==> config.mk <==
export PLATFORM = sky130hd
export DESIGN_NAME = wide_add_seq
export DESIGN_NICKNAME = d
export VERILOG_FILES = /design/src/rtl/wide_add_pkg.sv /design/src/rtl/wide_add_seq.sv
export SDC_FILE = /design/constraint.sdc
export NUM_CORES = 1
export LEC_CHECK = 0
export ABC_CLOCK_PERIOD_IN_PS = 2000
export BUFFER_PORTS_ARGS = -buffer_cell sky130_fd_sc_hd__buf_2
export CAP_MARGIN = 20
export CORE_MARGIN = 5
export CORE_UTILIZATION = 35
export DETAILED_ROUTE_END_ITERATION = 7
export GPL_ROUTABILITY_DRIVEN = 0
export SYNTH_ARGS = -nofsm -noshare
export SYNTH_HDL_FRONTEND = slang
export SYNTH_SLANG_ARGS = --single-unit
export TNS_END_PERCENT = 10
==> constraint.sdc <==
create_clock -name clk -period 2 [get_ports clk]
set_input_delay 0.2 -clock clk [delete_from_list [all_inputs] [get_ports clk]]
set_output_delay 0.2 -clock clk [all_outputs]
set_load 0.05 [all_outputs]
==> src/rtl/wide_add_pkg.sv <==
// Shared types and helpers for the wide-operand add/subtract sequencer.
// The sequencer drives an external N-bit adder one slice per cycle.
package wide_add_pkg;

  typedef enum logic [1:0] {
    IDLE = 2'd0,
    RUN  = 2'd1,
    DONE = 2'd2
  } state_t;

  // Width of the slice index; a single-slice configuration still needs one bit.
  function automatic int idx_width(input int words);
    return (words > 1) ? $clog2(words) : 1;
  endfunction

endpackage

==> src/rtl/wide_add_seq.sv <==
// Multi-cycle wide add/subtract: feeds N-bit slices, LSB first, to an external
// ripple-carry adder, chains the carry across cycles and assembles the result.
module wide_add_seq
  import wide_add_pkg::*;
#(
  parameter int N     = 16,
  parameter int WORDS = 4
) (
  input  logic                 clk,
  input  logic                 rst_n,
  input  logic                 in_valid,
  output logic                 in_ready,
  input  logic                 in_sub,
  input  logic [N*WORDS-1:0]   in_a,
  input  logic [N*WORDS-1:0]   in_b,
  output logic [N-1:0]         adder_a,
  output logic [N-1:0]         adder_b,
  output logic                 adder_cin,
  input  logic [N-1:0]         adder_sum,
  input  logic                 adder_cout,
  output logic                 out_valid,
  input  logic                 out_ready,
  output logic [N*WORDS-1:0]   out_result,
  output logic                 out_carry,
  output logic                 out_overflow
);

  localparam int W  = N * WORDS;
  localparam int IW = idx_width(WORDS);
  localparam logic [IW-1:0] LAST_IDX = IW'(WORDS - 1);

  state_t          state;
  logic [W-1:0]    a_reg;
  logic [W-1:0]    b_reg;     // effective b: already inverted for subtract
  logic            sub_reg;
  logic            carry_reg;
  logic [IW-1:0]   idx;

  logic [N-1:0]    a_slice;
  logic [N-1:0]    b_slice;
  logic            ovf_next;

  // Slice select: a constant-bounded loop keeps every part-select static.
  always_comb begin
    // NOTE: every always_comb output gets a default first so no path infers a latch.
    a_slice = '0;
    b_slice = '0;
    for (int w = 0; w < WORDS; w++) begin
      if (idx == IW'(w)) begin
        a_slice = a_reg[w*N +: N];
        b_slice = b_reg[w*N +: N];
      end
    end
  end

  // The adder sees zeros outside RUN so it idles quietly between operations.
  always_comb begin
    adder_a   = '0;
    adder_b   = '0;
    adder_cin = 1'b0;
    if (state == RUN) begin
      adder_a   = a_slice;
      adder_b   = b_slice;
      adder_cin = (idx == '0) ? sub_reg : carry_reg;
    end
  end

  // Signed overflow: operands agree in sign but the top slice's sum does not.
  assign ovf_next = (a_reg[W-1] == b_reg[W-1]) && (adder_sum[N-1] != a_reg[W-1]);

  always_ff @(posedge clk or negedge rst_n) begin
    if (!rst_n) begin
      state        <= IDLE;
      a_reg        <= '0;
      b_reg        <= '0;
      sub_reg      <= 1'b0;
      carry_reg    <= 1'b0;
      idx          <= '0;
      out_result   <= '0;
      out_carry    <= 1'b0;
      out_overflow <= 1'b0;
      in_ready     <= 1'b1;
      out_valid    <= 1'b0;
    end else begin
      // NOTE: state is updated with non-blocking assignments so every flop samples pre-edge values.
      case (state)
        IDLE: begin
          if (in_valid) begin
            a_reg    <= in_a;
            b_reg    <= in_sub ? ~in_b : in_b;
            sub_reg  <= in_sub;
            idx      <= '0;
            in_ready <= 1'b0;
            state    <= RUN;
          end
        end

        RUN: begin
          for (int w = 0; w < WORDS; w++) begin
            if (idx == IW'(w)) out_result[w*N +: N] <= adder_sum;
          end
          carry_reg <= adder_cout;
          if (idx == LAST_IDX) begin
            out_carry    <= adder_cout;
            out_overflow <= ovf_next;
            idx          <= '0;
            out_valid    <= 1'b1;
            state        <= DONE;
          end else begin
            idx <= idx + IW'(1);
          end
        end

        DONE: begin
          if (out_ready) begin
            out_valid <= 1'b0;
            in_ready  <= 1'b1;
            state     <= IDLE;
          end
        end

        default: begin
          out_valid <= 1'b0;
          in_ready  <= 1'b1;
          state     <= IDLE;
        end
      endcase
    end
  end

  // A stalled result must not move until the consumer takes it.
  a_hold_stable: assert property (@(posedge clk) disable iff (!rst_n)
    (out_valid && !out_ready) |=> (out_valid && $stable(out_result)
                                   && $stable(out_carry) && $stable(out_overflow)));

  a_ready_valid_excl: assert property (@(posedge clk) disable iff (!rst_n)
    !(in_ready && out_valid));

endmodule

==> results.md, run 1 <==
Yosys:
- The distinct cell type count of the synthesized netlist is 30.
- Of the total synthesized cell area, the portion taken by XOR and XNOR cells is 0.06156.
- The number of standard cells after synthesis is about 700.
- The largest family of logic cells by synthesized area is multiplexers.
- The library cell with the largest summed area after synthesis is sky130_fd_sc_hd__dfrtp_1.
- For this run, the register share of the synthesized area comes to 0.5553.
- The number of enable flip-flop cells after synthesis is 0.
- The top-area cell type share of the netlist area is 0.5524.
- Of the total synthesized cell area, the portion taken by AND, OR, NAND and NOR gates is 0.06376.
- In the synthesized netlist the dominant register cell turns out to be sky130_fd_sc_hd__dfrtp_1.
- The post-synthesis adder-cell area fraction is 0.005497.
- The multiplexer share of the synthesized area is 0.1631.
- The mapped netlist covers approximately 9100 µm².
- The Yosys step of the flow raised 0 warnings.
- The average cell area after synthesis is about 13 µm².
- Yosys attributes the largest share of cell area to sky130_fd_sc_hd__dfrtp_1, sky130_fd_sc_hd__mux2_2, sky130_fd_sc_hd__xnor2_1.
- Counting flops with an async set or reset pin after synthesis yields a share of 1.000.
- The compound-cell area share of the yosys netlist came to 0.1116.
- The synthesis-stage register bit count is about 200.
- When the netlist entered floorplanning its net count stood at between 800 and 900.

Power and ir drop:
- The combinational fraction of design power is 0.539.
- In this run the power density over the cells is between 1500 and 2000 nW/µm².
- Of the total power, the share spent switching nets is 0.4431.
- Cell internal power was estimated by the tool at 0.01452 W.
- The worst voltage drop across the vdd grid is between 1000 and 1500 µV.
- The sequential share of power is 0.286.
- The switching power summed over all nets is between 0.01 and 0.015 W.
- The leakage power figure is 5.898 nW.
- The clock network power share is 0.175.

Global route:
- The number of antenna violations at the first check in global routing was 2.
- The maximum number of pins on one net before global-route repair is between 90 and 100.
- The number of global-route vias before repair is roughly 7400.
- The remaining global-route overflow is 0.
- In the global route stage, overall resource usage came out at 0.1807.
- The first global-routing pass estimated about 42 mm of wire.

Setup path:
- Data on the critical path arrives at its endpoint at between 2 and 2.5 ns.
- The type of the setup path with the least slack is flip-flop to primary output.
- The critical path starts at idx[0].
- The worst setup path endpoint is adder_a[8].
- The worst setup path is captured at a primary output.
- The endpoint identified for the worst register-to-register timing path is out_result[63].
- The critical path data required time is around 1.8 ns.
- STA classifies the critical path startpoint as a flip-flop.
- Setup slack on the worst reg-to-reg path comes out at 0.26 ns.
- Of all nets on the critical path, the largest fanout is 12.
- Measured in cells, the most critical reg-to-reg path has a length of 5.
- The startpoint identified for the worst register-to-register timing path is idx[1].

Final layout:
- The count of filler cells inserted in the layout is 2216.
- The area growth from synthesis to layout is 47.84%.
- The post-route core utilization is 0.5210.
- The top cell types in the final layout, fill and taps aside, are sky130_fd_sc_hd__buf_2, sky130_fd_sc_hd__dfrtp_1, sky130_fd_sc_hd__dlygate4sd3_1.
- Leaving out fill and tap cells, the most frequent cell in the layout is sky130_fd_sc_hd__buf_2.
- For this run, the post-layout net count is 1265.
- Of the cells placed in the final design, the portion with a size suffix greater than 1 is 0.4041.

Run status:
- The checks that failed: negative setup slack.
- The run finished, with violations left.

Clock tree:
- The clock passes through at most 3 buffers.
- The count of buffers added by post-CTS timing repair for setup is 0.
- The later pin in the worst-skew pair is clocked with a latency of 0.51 ns.
- CTS built an H-tree with a depth of 1.
- Counting every sink on the clock net gives 202.
- The clock edge transition at the registers on the reported setup and hold paths is around 0.060 ns.
- The number of buffers inserted during clock tree synthesis is 24.
- The CTS tree is built.
- The root buffer selected by CTS is sky130_fd_sc_hd__clkbuf_16.

Timing:
- Timing would allow up to between 400 and 500 MHz.
- The final setup violation count is 32.
- Setup repair after global routing could not meet its margin everywhere.
- The number of pins exceeding their max-slew limit in the final report is 0.
- The final setup skew is 0.01441 ns.
- Across all hold checks on the routed design, the worst slack comes to approximately 0.011 ns.
- Across all setup checks in the final design, the least slack found is -0.3948 ns.
- Subtracting the final worst setup slack from the clock period gives roughly 2.4 ns.
- The relative slew slack is 0.6822.
- The actual slew at the worst max-slew pin is between 0.4 and 0.5 ns.
- Dividing the final minimum period by the clock period gives 1.197.
- The number of endpoints with negative hold slack in the final report is 0.

Routing:
- The number of vias per cell is between 4 and 5.
- The post-detailed-route DRC marker count is 0.
- Before antenna repair, the detailed router went through 5 iterations.
- In this run the remaining antenna-violating nets after routing total 0.
- The total detailed-routing wirelength is about 27 mm.
- In the final routed layout, each cell accounts on average for 18.72 µm.
- The routed layout has between 7000 and 8000 vias.
- The number of DRC markers after the initial detailed-route iteration is 510.

Die:
- The standard-cell row count is 59.
- In this run the count of I/O pins placed on the die edge is between 200 and 300.
- The total core area is approximately 26000 µm².
- The initial core utilization is 0.3524.
- From bottom edge to top edge, the die measures between 150 and 200 µm.
- The floorplan step defined a die boundary enclosing between 20000 and 30000 µm².
- The die extent in x is about 170 µm.

Min path:
- The tightest min-delay check is of the input pin to flip-flop type.
- Along the worst hold path, the cell count comes to 3.

Placed design:
- Summed over all nets, the half-perimeter wirelength after detailed placement is approximately 18 mm.
- The quantity of I/O buffers inserted on ports is 250.
- The worst slack at placement is 0.03118 ns.

Flow run:
- The max-capacitance violation count is 0.
repair_timing:
action	4_1_cts	5_1_grt
cloned	1	0
hold buffers	142	0
gates resized for setup	84	8
pin swaps	9	0
hold endpoints to repair	227	0
endpoints found under the setup margin	33	33
power groups by stage:
| stage | Clock [W] | Combinational (W) | Sequential (W) |
|---|---|---|---|
| 6_report | 0.00455 | 0.0141 | 0.00746 |
| 5_1_grt | 0.00484 | 0.0148 | 0.00772 |
| 4_1_cts | 0.00466 | 0.0141 | 0.00743 |
| 3_5_place_dp | 0 | 0.0127 | 0.00748 |
| 3_3_place_gp | 0 | 0.0125 | 0.00750 |
| 2_1_floorplan | 0 | 0.00719 | 0.00954 |
synth_stat cells, types with 2 or more instances:
cell	n
sky130_fd_sc_hd__inv_1	2
sky130_fd_sc_hd__a32o_1	32
sky130_fd_sc_hd__and3b_1	2
sky130_fd_sc_hd__mux2_1	27
sky130_fd_sc_hd__nand2_1	5
sky130_fd_sc_hd__clkbuf_1	12
sky130_fd_sc_hd__o21ai_0	2
sky130_fd_sc_hd__dfrtp_1	201
sky130_fd_sc_hd__ha_1	4
sky130_fd_sc_hd__nand2_4	3
sky130_fd_sc_hd__nand2b_1	34
sky130_fd_sc_hd__buf_6	7
sky130_fd_sc_hd__nor2_1	69
sky130_fd_sc_hd__a221o_1	31
sky130_fd_sc_hd__buf_4	14
sky130_fd_sc_hd__xnor2_1	64
sky130_fd_sc_hd__a21oi_1	69
sky130_fd_sc_hd__buf_2	24
sky130_fd_sc_hd__mux2_2	104
how the worst min path moves through the flow:
stage / startpoint / endpoint
global route: in_b[17] / b_reg[17]
CTS: in_b[29] / b_reg[29]
detailed placement: rst_n / out_result[60]
floorplan: rst_n / a_reg[0]
finish: in_b[29] / b_reg[29]
global placement: rst_n / out_result[60]
routing by layer:
layer | vias to the layer above | wire, µm | track usage
met4 | 0 | 881 | 0.06097
met5 | - | 0 | 0
met1 | 3474 | 11960 | 0.2512
li1 | 3352 | - | -
met2 | 267 | 12660 | 0.2874
met3 | 56 | 1877 | 0.03195
logic make-up (layout without fill, tap and decap cells):
| kind of cell | after synthesis | in the layout |
|---|---|---|
| DFF | 202 | 202 |
| AOI/OAI and AO/OA | 138 | 138 |
| muxes | 132 | 132 |
| and+or+nand+nor | 118 | 118 |
| xor gates and xnor gates | 64 | 64 |
| buffers and inverters | 59 | 468 |
| adders and majority gates | 4 | 4 |
| other | 0 | 2 |
through the flow:
step	instance area, µm²	setup TNS [ns]	total power, W	instances
floorplan	9105	0	0.01673	717
global placement	10900	0	0.01998	1277
detailed placement	10900	0	0.02021	1277
CTS	13440	-12.35	0.02615	1461
global route	13460	-14.38	0.02738	1463
finish	13460	-11.51	0.02606	1463
final cells by class:
type	instances	area, µm²	share of cell area
flip-flops and latches	202	5056	0.3756
well taps	335	419.2	0.03114
multi-input cells	456	3772	0.2803
clock inverters	11	146.4	0.01088
repair buffers	425	3369	0.2503
clock buffers	30	684.4	0.05085
diodes	2	5.005	0.0003718
inverters	2	7.507	0.0005577
critical path: stages (launching register included):
cell and delay, ns:
sky130_fd_sc_hd__dfrtp_1 0.37, sky130_fd_sc_hd__buf_4 0.15, sky130_fd_sc_hd__ha_4 0.17, sky130_fd_sc_hd__buf_4 0.19, sky130_fd_sc_hd__a221o_1 0.36, sky130_fd_sc_hd__a32o_2 0.28
sky130_fd_sc_hd__buf_6 0.15
No activity file was read; power rests on OpenSTA's default activity.
==> run 2: changes to the inputs <==
--- a/config.mk
+++ b/config.mk
@@ -12,6 +12,7 @@
 export CORE_UTILIZATION = 35
 export DETAILED_ROUTE_END_ITERATION = 7
 export GPL_ROUTABILITY_DRIVEN = 0
+export MAX_ROUTING_LAYER = met4
 export SYNTH_ARGS = -nofsm -noshare
 export SYNTH_HDL_FRONTEND = slang
 export SYNTH_SLANG_ARGS = --single-unit
==> run 2 against run 1 <==
Compared with the run above: the run still ends with negative setup slack left; die area stayed put; global-route usage is 0.57 points higher; worst hold slack better by 0.0082 ns; critical path depth stayed put; wire length is 0.16% lower; final cell count stayed put; highest routed layer unchanged.
==> results.md, run 2 (synthesis gave the netlist of run 1 again) <==
Die:
- The number of placed I/O pins is 251 (unchanged).
- The initial core utilization is 0.3524 (unchanged).
- The die extent in x is 171.3 µm (unchanged).
- The total core area is 25840 µm² (unchanged).
- The standard-cell row count was 59 (unchanged).
- The die area is 29340 µm² (unchanged).
- The vertical die dimension is 171.3 µm (unchanged).

Min path:
- The number of instances on the worst hold path is 3 (unchanged).
- The classification of the worst-slack hold path is input pin to flip-flop.

Setup path:
- For this design, the slowest cell found on the critical path is sky130_fd_sc_hd__dfrtp_1.
- The type of element launching the critical path is a flip-flop.
- The data arrival at the endpoint of the critical path is 2.19 ns (about the same).
- The most numerous cell on the critical path is sky130_fd_sc_hd__buf_4.
- The number of cells on the critical path is 6 (unchanged).
- The maximum single-stage delay on the critical path is 0.37 ns (about the same).
- Traced cell by cell, the critical path runs through buf_4 -> ha_4 -> buf_4 -> a221o_1 -> a32o_2 -> buf_6.
- The biggest fanout along the worst timing path was 12 (unchanged).
- The sum of buffers and inverters on the critical path is 3 (unchanged).
- Broken down by cell family, the worst path's largest delay share belongs to compound AO/OA/AOI/OAI gates.
- By startpoint and endpoint, the worst setup path is classified as flip-flop to primary output.
- The critical path data required time was 1.80 ns (about the same).
- The type of element capturing the critical path is a primary output.
- The number of cells on the worst reg-to-reg path was 5 (unchanged).

Routing:
- The via count of the routed design is 7212 (+0.88%).
- The number of DRC markers after the initial detailed-route iteration is 533 (+4.5%).
- The post-detailed-route DRC marker count was 0 (unchanged).
- The total detailed-routing wirelength is 27.34 mm (-0.16%).
- The number of vias per cell is 4.930 (+0.88%).
- The number of nets with antenna violations after detailed routing was 0 (unchanged).
- The post-detailed-route wirelength per cell is 18.69 µm (-0.16%).
- The number of optimization iterations in the first detailed-route pass came to 5 (unchanged).

Power and ir drop:
- The total power per unit cell area is 1934 nW/µm² (-0.11%).
- The worst voltage drop across the vdd grid is 1184 µV (about the same).
- The leakage power figure is 5.898 nW (unchanged).

Timing:
- The number of endpoints with negative hold slack in the final report came to 0 (unchanged).
- The worst hold margin came to 0.01913 ns (+0.008183 ns).
- The clock period minus final worst setup slack is 2.390 ns (-0.004479 ns).
- The final setup skew was 0.01513 ns (+0.0007144 ns).
- The actual slew at the worst max-slew pin came to 0.4813 ns (+0.004654 ns).
- The relative slew slack came to 0.6791 (-0.003102).
- The final setup violation count is 32 (unchanged).
- The upper clock frequency limit was 418.4 MHz (+0.19%).
- Setup repair after global routing could not meet its margin everywhere.
- The number of pins exceeding their max-slew limit in the final report is 0 (unchanged).
- The share of the clock period used by the worst path after layout is 1.195 (-0.002239).
- The worst setup margin is -0.3903 ns (+0.004479 ns).
- The final sum of negative setup slack is -11.37 ns (+0.1462 ns).

Final layout:
- The non-filler instance count after layout is 1463 (unchanged).
- The library cell used most frequently in the layout, excluding fill and tap cells, is sky130_fd_sc_hd__buf_2.
- The post-route core utilization was 0.5210 (unchanged).
- Leaving out fill and tap cells, the most frequent cells in the layout are sky130_fd_sc_hd__buf_2, sky130_fd_sc_hd__dfrtp_1, sky130_fd_sc_hd__dlygate4sd3_1.
- The total number of nets in the final design is 1265 (unchanged).
- The area growth from synthesis to layout is 47.84% (unchanged).
- The share of cells above drive strength 1 is 0.4041 (unchanged).

Flow run:
- The max-capacitance violation count is 0 (unchanged).

Global route:
- The remaining global-route overflow came to 0 (unchanged).
- The maximum number of pins on one net before global-route repair was 97 (unchanged).
- The global-route wire length before repair is 42.14 mm (+0.13%).
- The global routing usage summed across all routing layers is 0.1864 (+0.005732).
- The number of global-route vias before repair was 7444 (+0.13%).
- The number of antenna violations at the first check in global routing is 2 (unchanged).

Clock tree:
- The total number of H-tree levels came to 1 (unchanged).
- The number of buffers inserted during clock tree synthesis is 24 (unchanged).
- The total number of clock tree sinks is 202 (unchanged).
- The clock edge transition at the registers on the reported setup and hold paths was 0.06 ns (about the same).
- The worst-skew pair later-pin latency was 0.51 ns (about the same).
- The root buffer cell chosen for the clock tree is sky130_fd_sc_hd__clkbuf_16.
- TritonCTS built the clock tree.
- The largest buffer count on any clock path was 3 (unchanged).

Run status:
- The run finished, with violations left.
- The final reports fail on negative setup slack.

Placed design:
- The HPWL after detailed placement came to 18.05 mm (unchanged).
- The quantity of I/O buffers inserted on ports came to 250 (unchanged).
- The total placed cells including tap cells is 1277 (unchanged).
run 2: cell counts in the layout (fill, tap and decap cells not counted):
Identical to the previous run, type by type.
run 2: timing repair:
| action | CTS | global route |
|---|---|---|
| endpoints found under the hold margin | 227 | 0 |
| buffers inserted | 0 | 0 |
| hold buffers | 142 | 0 |
| gates cloned | 1 | 0 |
| pin swaps | 9 | 0 |
| endpoints found under the setup margin | 33 | 33 |
| resized for setup | 84 | 8 |
run 2: final cells by class:
type                       count  area (µm²)
fill                        2216       12380
sequential                   202        5056
multi-input combinational    456        3772
timing repair buffer         425        3369
clock buffer                  30       684.4
tap                          335       419.2
clock inverter                11       146.4
inverter                       2       7.507
antenna                        2       5.005
run 2: final timing paths:
check / start / endpoint / slack [ns]
min in group asynchronous: rst_n / b_reg[37] / 0.19
worst min-delay path: in_b[17] / b_reg[17] / 0.02
worst max-delay path: idx[0] / adder_a[8] / -0.39
max in group asynchronous: rst_n / in_ready / 1.12
worst max register to register: idx[1] / out_result[63] / 0.26
worst min register to register: a_reg[37] / a_reg[37] / 0.48
run 2: stage by stage:
step	area, µm²	setup WS [ns]	total power (W)
2_1_floorplan	9105	0.02908	0.01673
3_3_place_gp	10900	0.05595	0.01998
3_5_place_dp	10900	0.03118	0.02021
4_1_cts	13440	-0.4231	0.02615
5_1_grt	13460	-0.4787	0.02738
6_report	13460	-0.3903	0.02603
run 2: where the power goes:
group | switching [W] | total [W] | internal, W
combinational | 0.00851 | 0.0140 | 0.00552
clock | 0.00174 | 0.00455 | 0.00281
sequential | 0.00127 | 0.00745 | 0.00618
total | 0.0115 | 0.0260 | 0.0145
run 2: worst register-to-register path, stage by stage, from the launching register on:
cell	delay (ns)
sky130_fd_sc_hd__dfrtp_1	0.36
sky130_fd_sc_hd__buf_4	0.14
sky130_fd_sc_hd__ha_2	0.23
sky130_fd_sc_hd__and3b_2	0.28
sky130_fd_sc_hd__buf_4	0.24
sky130_fd_sc_hd__mux2_2	0.36
run 2: metal layers:
layer	global-route usage	wire length (µm)	part of all wire	up-vias
met2	0.2869	12610	0.46	295
met4	0.06166	887	0.032	0
met3	0.02873	1848	0.068	59
met1	0.2543	11990	0.44	3504
li1	-	-	-	3354
met5	-	0	0	-
